<file path="src/rtl/fpu_share_pkg.sv">
// Shared types for the FPU-sharing arbiter: requester tags, tag-pipeline stages,
// and the credit counter sizing helper.
package fpu_share_pkg;

  // Tags are sized for the largest supported requester count so one type serves every instance.
  localparam int MAX_REQ = 8;
  localparam int TAG_W   = $clog2(MAX_REQ);

  typedef logic [TAG_W-1:0] tag_t;

  typedef struct packed {
    logic valid;
    tag_t tag;
  } tag_stage_t;

  function automatic int creditWidth(input int maxOut);
    return $clog2(maxOut + 1);
  endfunction

endpackage

</file>
<file path="src/rtl/fpu_share_arbiter_rr_arbiter.sv">
// Combinational round-robin picker: first set request at or above ptr, wrapping to index 0.
module rr_arbiter
  import fpu_share_pkg::*;
#(
  parameter int N_REQ = 2
) (
  input  logic [N_REQ-1:0] reqVec,
  input  tag_t             ptr,
  output logic [N_REQ-1:0] grant
);

  logic found;

  always_comb begin
    grant = '0;
    found = 1'b0;
    for (int i = 0; i < N_REQ; i++) begin
      if (!found && reqVec[i] && (tag_t'(i) >= ptr)) begin
        grant[i] = 1'b1;
        found    = 1'b1;
      end
    end
    // Second pass covers the wrap-around below the pointer.
    for (int i = 0; i < N_REQ; i++) begin
      if (!found && reqVec[i] && (tag_t'(i) < ptr)) begin
        grant[i] = 1'b1;
        found    = 1'b1;
      end
    end
  end

endmodule

</file>
<file path="src/rtl/fpu_share_arbiter.sv">
// Shares one fixed-latency pipelined adder between N_REQ accumulator requesters:
// round-robin issue, tag tracking alongside the adder, result routing and per-requester credits.
module fpu_share_arbiter
  import fpu_share_pkg::*;
#(
  parameter int N_REQ   = 2,
  parameter int DATA_W  = 24,
  parameter int ADD_LAT = 3,
  parameter int MAX_OUT = 4
) (
  input  logic                    clk,
  input  logic                    rst,
  input  logic [N_REQ-1:0]        req_valid,
  output logic [N_REQ-1:0]        req_ready,
  input  logic [N_REQ*DATA_W-1:0] req_a,
  input  logic [N_REQ*DATA_W-1:0] req_b,
  output logic                    fpu_valid,
  output logic [DATA_W-1:0]       fpu_a,
  output logic [DATA_W-1:0]       fpu_b,
  input  logic [DATA_W-1:0]       fpu_res,
  output logic [N_REQ-1:0]        rsp_valid,
  output logic [DATA_W-1:0]       rsp_data,
  output logic                    busy
);

  localparam int               CNT_W      = creditWidth(MAX_OUT);
  localparam logic [CNT_W-1:0] CREDIT_MAX = CNT_W'(MAX_OUT);
  localparam tag_t             LAST_REQ   = tag_t'(N_REQ - 1);

  tag_t              rrPtr;
  tag_t              grantIdx;
  tag_t              issueTag;
  logic [N_REQ-1:0]  eligible;
  logic [N_REQ-1:0]  grant;
  logic              handshake;
  logic [DATA_W-1:0] selA;
  logic [DATA_W-1:0] selB;
  logic [CNT_W-1:0]  outstanding [N_REQ];
  tag_stage_t        tagPipe [ADD_LAT];
  tag_stage_t        tagOut;
  logic [N_REQ-1:0]  rspNext;

  // A response leaving this cycle returns its credit immediately, so a requester
  // at its limit can reissue in the same cycle without a bubble.
  always_comb begin
    eligible = '0;
    for (int i = 0; i < N_REQ; i++) begin
      eligible[i] = req_valid[i] && ((outstanding[i] < CREDIT_MAX) || rsp_valid[i]);
    end
  end

  rr_arbiter #(.N_REQ(N_REQ)) uArb (
    .reqVec (eligible),
    .ptr    (rrPtr),
    .grant  (grant)
  );

  // Handshake: a transfer happens exactly when req_valid[i] & req_ready[i] in a cycle;
  // ready never depends on anything but eligibility, and is held low during reset.
  assign req_ready = rst ? '0 : grant;
  assign handshake = |(req_valid & req_ready);

  always_comb begin
    grantIdx = '0;
    selA     = '0;
    selB     = '0;
    for (int i = 0; i < N_REQ; i++) begin
      if (grant[i]) begin
        grantIdx = tag_t'(i);
        selA     = req_a[i*DATA_W +: DATA_W];
        selB     = req_b[i*DATA_W +: DATA_W];
      end
    end
  end

  always_ff @(posedge clk or posedge rst) begin
    if (rst) begin
      rrPtr     <= '0;
      fpu_valid <= 1'b0;
      fpu_a     <= '0;
      fpu_b     <= '0;
      issueTag  <= '0;
    end else begin
      fpu_valid <= handshake;
      if (handshake) begin
        rrPtr    <= (grantIdx == LAST_REQ) ? '0 : grantIdx + 1'b1;
        fpu_a    <= selA;
        fpu_b    <= selB;
        issueTag <= grantIdx;
      end
    end
  end

  // The last stage lines up with the cycle the adder presents the matching result.
  always_ff @(posedge clk or posedge rst) begin
    if (rst) begin
      for (int s = 0; s < ADD_LAT; s++) tagPipe[s] <= '0;
    end else begin
      tagPipe[0] <= {fpu_valid, issueTag};
      for (int s = 1; s < ADD_LAT; s++) tagPipe[s] <= tagPipe[s-1];
    end
  end

  assign tagOut = tagPipe[ADD_LAT-1];

  always_comb begin
    rspNext = '0;
    for (int i = 0; i < N_REQ; i++) begin
      if (tagOut.valid && (tagOut.tag == tag_t'(i))) rspNext[i] = 1'b1;
    end
  end

  always_ff @(posedge clk or posedge rst) begin
    if (rst) begin
      rsp_valid <= '0;
      rsp_data  <= '0;
    end else begin
      rsp_valid <= rspNext;
      if (tagOut.valid) rsp_data <= fpu_res;
    end
  end

  always_ff @(posedge clk or posedge rst) begin
    if (rst) begin
      for (int i = 0; i < N_REQ; i++) outstanding[i] <= '0;
    end else begin
      for (int i = 0; i < N_REQ; i++) begin
        if (req_ready[i] && !rsp_valid[i]) outstanding[i] <= outstanding[i] + 1'b1;
        else if (!req_ready[i] && rsp_valid[i]) outstanding[i] <= outstanding[i] - 1'b1;
      end
    end
  end

  always_comb begin
    busy = fpu_valid | (|rsp_valid);
    for (int s = 0; s < ADD_LAT; s++) busy = busy | tagPipe[s].valid;
  end

endmodule

</file>
<file path="config.mk">
export PLATFORM = sky130hd
export DESIGN_NAME = fpu_share_arbiter
export DESIGN_NICKNAME = d
export VERILOG_FILES = /design/src/rtl/fpu_share_pkg.sv /design/src/rtl/fpu_share_arbiter_rr_arbiter.sv /design/src/rtl/fpu_share_arbiter.sv
export SDC_FILE = /design/constraint.sdc
export NUM_CORES = 1
export LEC_CHECK = 0
export ABC_AREA = 1
export BUFFER_PORTS_ARGS = -buffer_cell sky130_fd_sc_hd__buf_2
export CAP_MARGIN = 30
export CORE_UTILIZATION = 47
export DETAILED_ROUTE_END_ITERATION = 10
export PLACE_DENSITY = 0.86
export SETUP_SLACK_MARGIN = 0.05
export SYNTH_ARGS = -nofsm -noshare
export SYNTH_HDL_FRONTEND = slang
export SYNTH_SLANG_ARGS = --single-unit
export TNS_END_PERCENT = 1
</file>
<file path="constraint.sdc">
create_clock -name clk -period 3.95 [get_ports clk]
set_input_delay 0.395 -clock clk [delete_from_list [all_inputs] [get_ports clk]]
set_output_delay 0.395 -clock clk [all_outputs]
set_load 0.005 [all_outputs]
</file>
# --- After elaboration in Yosys (flattened, before gate mapping) ---
# Cells that the tools add are included.
classes:
  addsub: 5
  magnitude_cmp: 6
  n_eq_ne: 2
  muxes: 19
  n_bitwise: 5
  reduce_logical: 29
ops:
  columns: ["op", "count"]
  rows:
  - ["$mux 24", 4]
  - ["$logic_and 1x1->1", 15]
  - ["$mux 3", 5]
  - ["$add 3x1->3 const B", 3]
  - ["$mux 1", 9]
  - ["$logic_not 1->1", 7]
  - ["$eq 3x1->1 const B", 2]
  - ["$ge 1x3->1 const A", 2]
  - ["$lt 1x3->1 const A", 2]
  - ["$lt 3x3->1 const B", 2]
  - ["$sub 3x1->3 const B", 2]
  - ["$or 1x1->1", 4]
  - ["$reduce_bool 2->1", 2]
  - ["$reduce_or 2->1", 2]
  - ["$logic_not 3->1", 1]
  - ["$and 2x2->2", 1]
  - ["$logic_or 1x1->1", 2]
  - ["$mux 2", 1]
word_totals:
  ff_bits: 99
  in_bits: 124
  wordCells: 81

# --- Logic depth before layout (Yosys ltp) ---
logic_depth:
  word_depth: 22
  ltp_mapped: 13
  ltp_nobuf: 12

# --- Cells and area by module ---
# A second synthesis with hierarchy kept.
hier_totals:
  cells_unflattened: 553
  area_unflattened_um2: 4306.6
modules_own_cells:
  columns: ["mod", "n_inst", "cells_per_inst", "area_each_um2", "seq_area_each_um2"]
  rows:
  - ["fpu_share_arbiter", 1, 544, 4269.1, 2227.1]
  - ["rr_arbiter", 1, 9, 37.5, 0.0]

# --- Worst setup path before layout ---
# Ideal clock, no wire load.
synth_timing:
  kind: "input-to-reg"
  startpoint: "input rst"
  endpoint: "register outstanding[5] (netlist bit)"
  arrival_ps: 3938
  required_time_ps: 3826
  setup_slack_ps: -113
  path_stages: 10
  n_path_buf: 1
  path_cell_list: "inv_1 -> nand3_2 -> clkbuf_1 -> inv_1 -> ha_1 -> inv_1 -> fa_1 -> a21oi_1 -> o21ai_0 -> xnor2_1"
synth_via:
  elab_chain_cells: 4
  elab_cells_between_ends: 6
  classes_between: "mux (2); reduce/logical (4)"
synth_rtl:
  columns: ["item", "line_no", "rtl"]
  rows:
  - ["start, declared", "fpu_share_arbiter.sv:12", "input logic rst,"]
  - ["$mux 2 (*)", "fpu_share_arbiter.sv:60", "assign req_ready = rst ? '0 : grant;"]
  - ["named net req_ready[0]", "fpu_share_arbiter.sv:14", "output logic [N_REQ-1:0] req_ready,"]
  - ["$logic_not 1->1", "fpu_share_arbiter.sv:129", "else if (!req_ready[i] && rsp_valid[i]) outstanding[i] <= outstanding[i] - 1'b1;"]
  - ["$logic_and 1x1->1", "fpu_share_arbiter.sv:129", null]
  - ["$reduce_bool 2->1 (no line)", null, null]
  - ["end signal, assigned by index", "fpu_share_arbiter.sv:128", "if (req_ready[i] && !rsp_valid[i]) outstanding[i] <= outstanding[i] + 1'b1;"]
  - ["end signal, assigned by index", "fpu_share_arbiter.sv:129", null]
  - ["end, declared", "fpu_share_arbiter.sv:38", "logic [CNT_W-1:0] outstanding [N_REQ];"]
# The timed path passes the listed nets; every way through them passes the cells marked *.
# A chain may end at the register's enable or synchronous reset.

# --- Worst setup path after layout ---
layout_timing:
  startpoint: "register rsp_valid[1]"
  endpoint: "register outstanding[5] (netlist bit)"
layout_via:
  elab_chain_cells: 13
  elab_cells_between_ends: 15
  classes_between: "mux (4); reduce/logical (11)"
layout_rtl:
  columns: ["item", "line_no", "rtl"]
  rows:
  - ["start, declared", "fpu_share_arbiter.sv:21", "output logic [N_REQ-1:0] rsp_valid,"]
  - ["start signal, assigned", "fpu_share_arbiter.sv:118", "rsp_valid <= rspNext;"]
  - ["$logic_or 1x1->1 (*)", "fpu_share_arbiter.sv:48", "eligible[i] = req_valid[i] && ((outstanding[i] < CREDIT_MAX) || rsp_valid[i]);"]
  - ["$logic_and 1x1->1 (*)", "fpu_share_arbiter.sv:48", null]
  - ["$logic_and 1x1->1 (*) (2 in series)", "fpu_share_arbiter_rr_arbiter.sv:18", "if (!found && reqVec[i] && (tag_t'(i) >= ptr)) begin"]
  - ["$mux 1 (*)", "fpu_share_arbiter_rr_arbiter.sv:18", null]
  - ["$logic_not 1->1 (*)", "fpu_share_arbiter_rr_arbiter.sv:25", "if (!found && reqVec[i] && (tag_t'(i) < ptr)) begin"]
  - ["$logic_and 1x1->1 (*) (2 in series)", "fpu_share_arbiter_rr_arbiter.sv:25", null]
  - ["$mux 1 (*)", "fpu_share_arbiter_rr_arbiter.sv:25", null]
  - ["$mux 2 (*)", "fpu_share_arbiter.sv:60", null]
  - ["$logic_not 1->1", "fpu_share_arbiter.sv:129", null]
  - ["$logic_and 1x1->1", "fpu_share_arbiter.sv:129", null]
  - ["$reduce_bool 2->1 (no line)", null, null]
# Every way passes the cells marked *; elsewhere a longest branch is shown, timed or not.

==> run summary <==
fill count: 796
max-cap violations: 0
Max Buffers Root-to-Sink: 2
number of global-route vias before repair: 4002
CTS resizes: 0
crit-path max FO: 49
setup_tns: 0 ps
Synth top area share: 0.524
Setup CP Type: flop to flop
RSZ-0062 raised after global routing: false
synth unique cells: 23
Layout Nets: 844
Post-CTS Setup Bufs: 0
Slew Viols, Final: 0
clk_lat worst skew: 350 ps
most common cell after layout, fill and taps aside: nand2_1
Hold/Removal Path Class: input pin to flop
post-route cell area: 5490 um2
Critical Path RT: 4180 ps
Fin. Hold Viols: 0
fmax: 374 MHz
Post-Synthesis Cells: 534
CTS tree: yes
Seq/Total Area, Yosys: 0.524
grt total ovfl: 0
Placed Cells: 813
cts hold-fix bufs: 0
first-pass GRT wire length: 18700 um
status: complete, no violations
largest net degree at the start of global routing: 50
PortBufs: 201
startpoint class of the critical path: flop
Worst-path clk slew: 90 ps
root buffer cell: clkbuf_8
syn_nets: 662
Syn Area/Cell: 7.95 um2
starting density of the core: 0.487
max_slew headroom: 0.411
Post-DP HPWL: 8020 um
critical path arrival: 2910 ps
leading area contributor after synthesis: dfrtp_1
Pre-antenna DRT Iters: 4
DIE HEIGHT: 97.1 um
VDD IR max: 287 uV
drt first-iter violations: 168
register bit total from synthesis: 89
Final ANT Viol Nets: 0
CORE AREA: 8720 um2
Area contributors post-synth: dfrtp_1 52%, nand2_1 20%, nand3_1 17%
synthesized cell area: 4250 um2
Worst Setup End Kind: flop
Worst-Margin Slew: 880 ps
clk sinks: 89
Tcrit/Tclk final: 0.677
DRC viols: 0
Final GP Congestion: 0.820
P&R area growth vs syn: 29.3%
vias per cell: 5.17
die width: 97.1 um
leakage: 3.30 nW
Clock H-tree levels: 3
Warnings, synthesis: 0
Async S/R FF share, synth: 1.00
Boundary Pins: 202
initial antenna violation count: 1
share of cells above drive strength 1: 0.330
Vias: 4295
Total Wirelength: 11400 um
GRT Total Usage: 0.245
WL per Instance: 13.7 um
die area: 9420 um2
CTS buffer count: 9
pwr dens: 677 nW/um2
Non-Filler Instances: 830
number of cell rows: 34
commonest non-fill, non-tap cells in the layout: 225 x nand2_1, 201 x buf_2, 145 x nand3_1, 89 x dfrtp_1, 10 x buf_4
Setup Skew: 14.3 ps
Post-synth EDFFs: 0
# setup viols final: 0
top_reg_cell synth: dfrtp_1
final worst path period need: 2680 ps
Placed Instance Area: 5290 um2
==> state kept, by name (all words and copies together), names as in the netlist <==
register / flops
fpu_a: 24
rrPtr: 1
rsp_valid: 2
outstanding: 6
rsp_data: 24
issueTag: 1
fpu_valid: 1
tagOut: 2
tagPipe: 4
fpu_b: 24
==> Yosys cell counts, types with 3 or more instances <==
cell type,count
clkbuf_1,21
buf_2,12
nand2_1,225
nand3_1,145
nor2_1,3
inv_1,9
xnor2_1,4
dfrtp_1,89
nand3_2,4
buf_4,4
==> metal layers <==
metal / up-vias / track usage / part of all wire
met5: - / 0 / 0
met4: 0 / 0.0964 / 0.021
met3: 21 / 0.0417 / 0.072
met2: 195 / 0.423 / 0.49
met1: 1990 / 0.308 / 0.42
li1: 2089 / - / -
==> through the flow <==
stage / utilization / power, mW / setup WS [ps] / hold WS [ps]
floorplan: - / 2.49 / 401 / 331
global placement: 0.607 / 3.04 / 1300 / 332
detailed placement: 0.607 / 3.11 / 1250 / 336
CTS: 0.629 / 3.75 / 1280 / 227
global route: 0.629 / 4.01 / 1080 / 240
finish: 0.630 / 3.72 / 1270 / 239
==> power breakdown <==
part / internal (mW) / leakage (nW) / switching [mW] / total [mW]
registers: 1.30 / 1.14 / 0.230 / 1.53
logic: 0.649 / 2.06 / 0.918 / 1.57
clock network: 0.295 / 0.0929 / 0.322 / 0.617
total: 2.25 / 3.30 / 1.47 / 3.72
==> worst max-delay path: stages (launching register included) <==
cell	delay, ps
dfrtp_1	400
inv_2	100
nand2_1	70
nand3_2	60
buf_4	420
nand3_2	120
buf_4	260
inv_1	120
ha_1	140
inv_1	70
fa_1	380
a21oi_1	150
o21ai_0	120
xnor2_1	140
==> worst paths after layout <==
path	from	endpoint	slack, ps	depth (start not counted)
worst max-delay path	rsp_valid[1]	outstanding[5]	1270	13
worst min-delay path	fpu_res[1]	rsp_data[1]	240	3
worst max register to register	rsp_valid[1]	outstanding[5]	1270	13
worst min register to register	tagPipe[8]	tagPipe[4]	350	0
max in group asynchronous	rst	fpu_b[22]	3240	3
min in group asynchronous	rst	fpu_b[6]	280	3
==> final cells by class <==
cell class | count | area (um2) | share of cell area
Antenna cell | 1 | 2.50 | 0.000456
Clock buffer | 10 | 128 | 0.0232
Clock inverter | 6 | 67.6 | 0.0123
Inverter | 12 | 48.8 | 0.00889
Multi-Input combinational cell | 393 | 1800 | 0.328
Sequential cell | 89 | 2230 | 0.406
Tap cell | 108 | 135 | 0.0246
Timing Repair Buffer | 211 | 1080 | 0.197
==> cell families after synthesis <==
kind of cell               count (synthesis)  synth area share
AOI/OAI and AO/OA                          4           0.00707
adders and majority gates                  4            0.0153
and+or+nand+nor                          379             0.385
muxes                                      2           0.00530
DFF                                       89             0.524
buffers and inverters                     52            0.0548
xor gates and xnor gates                   4           0.00825
Note: power is estimated with default switching activity, not from simulation.
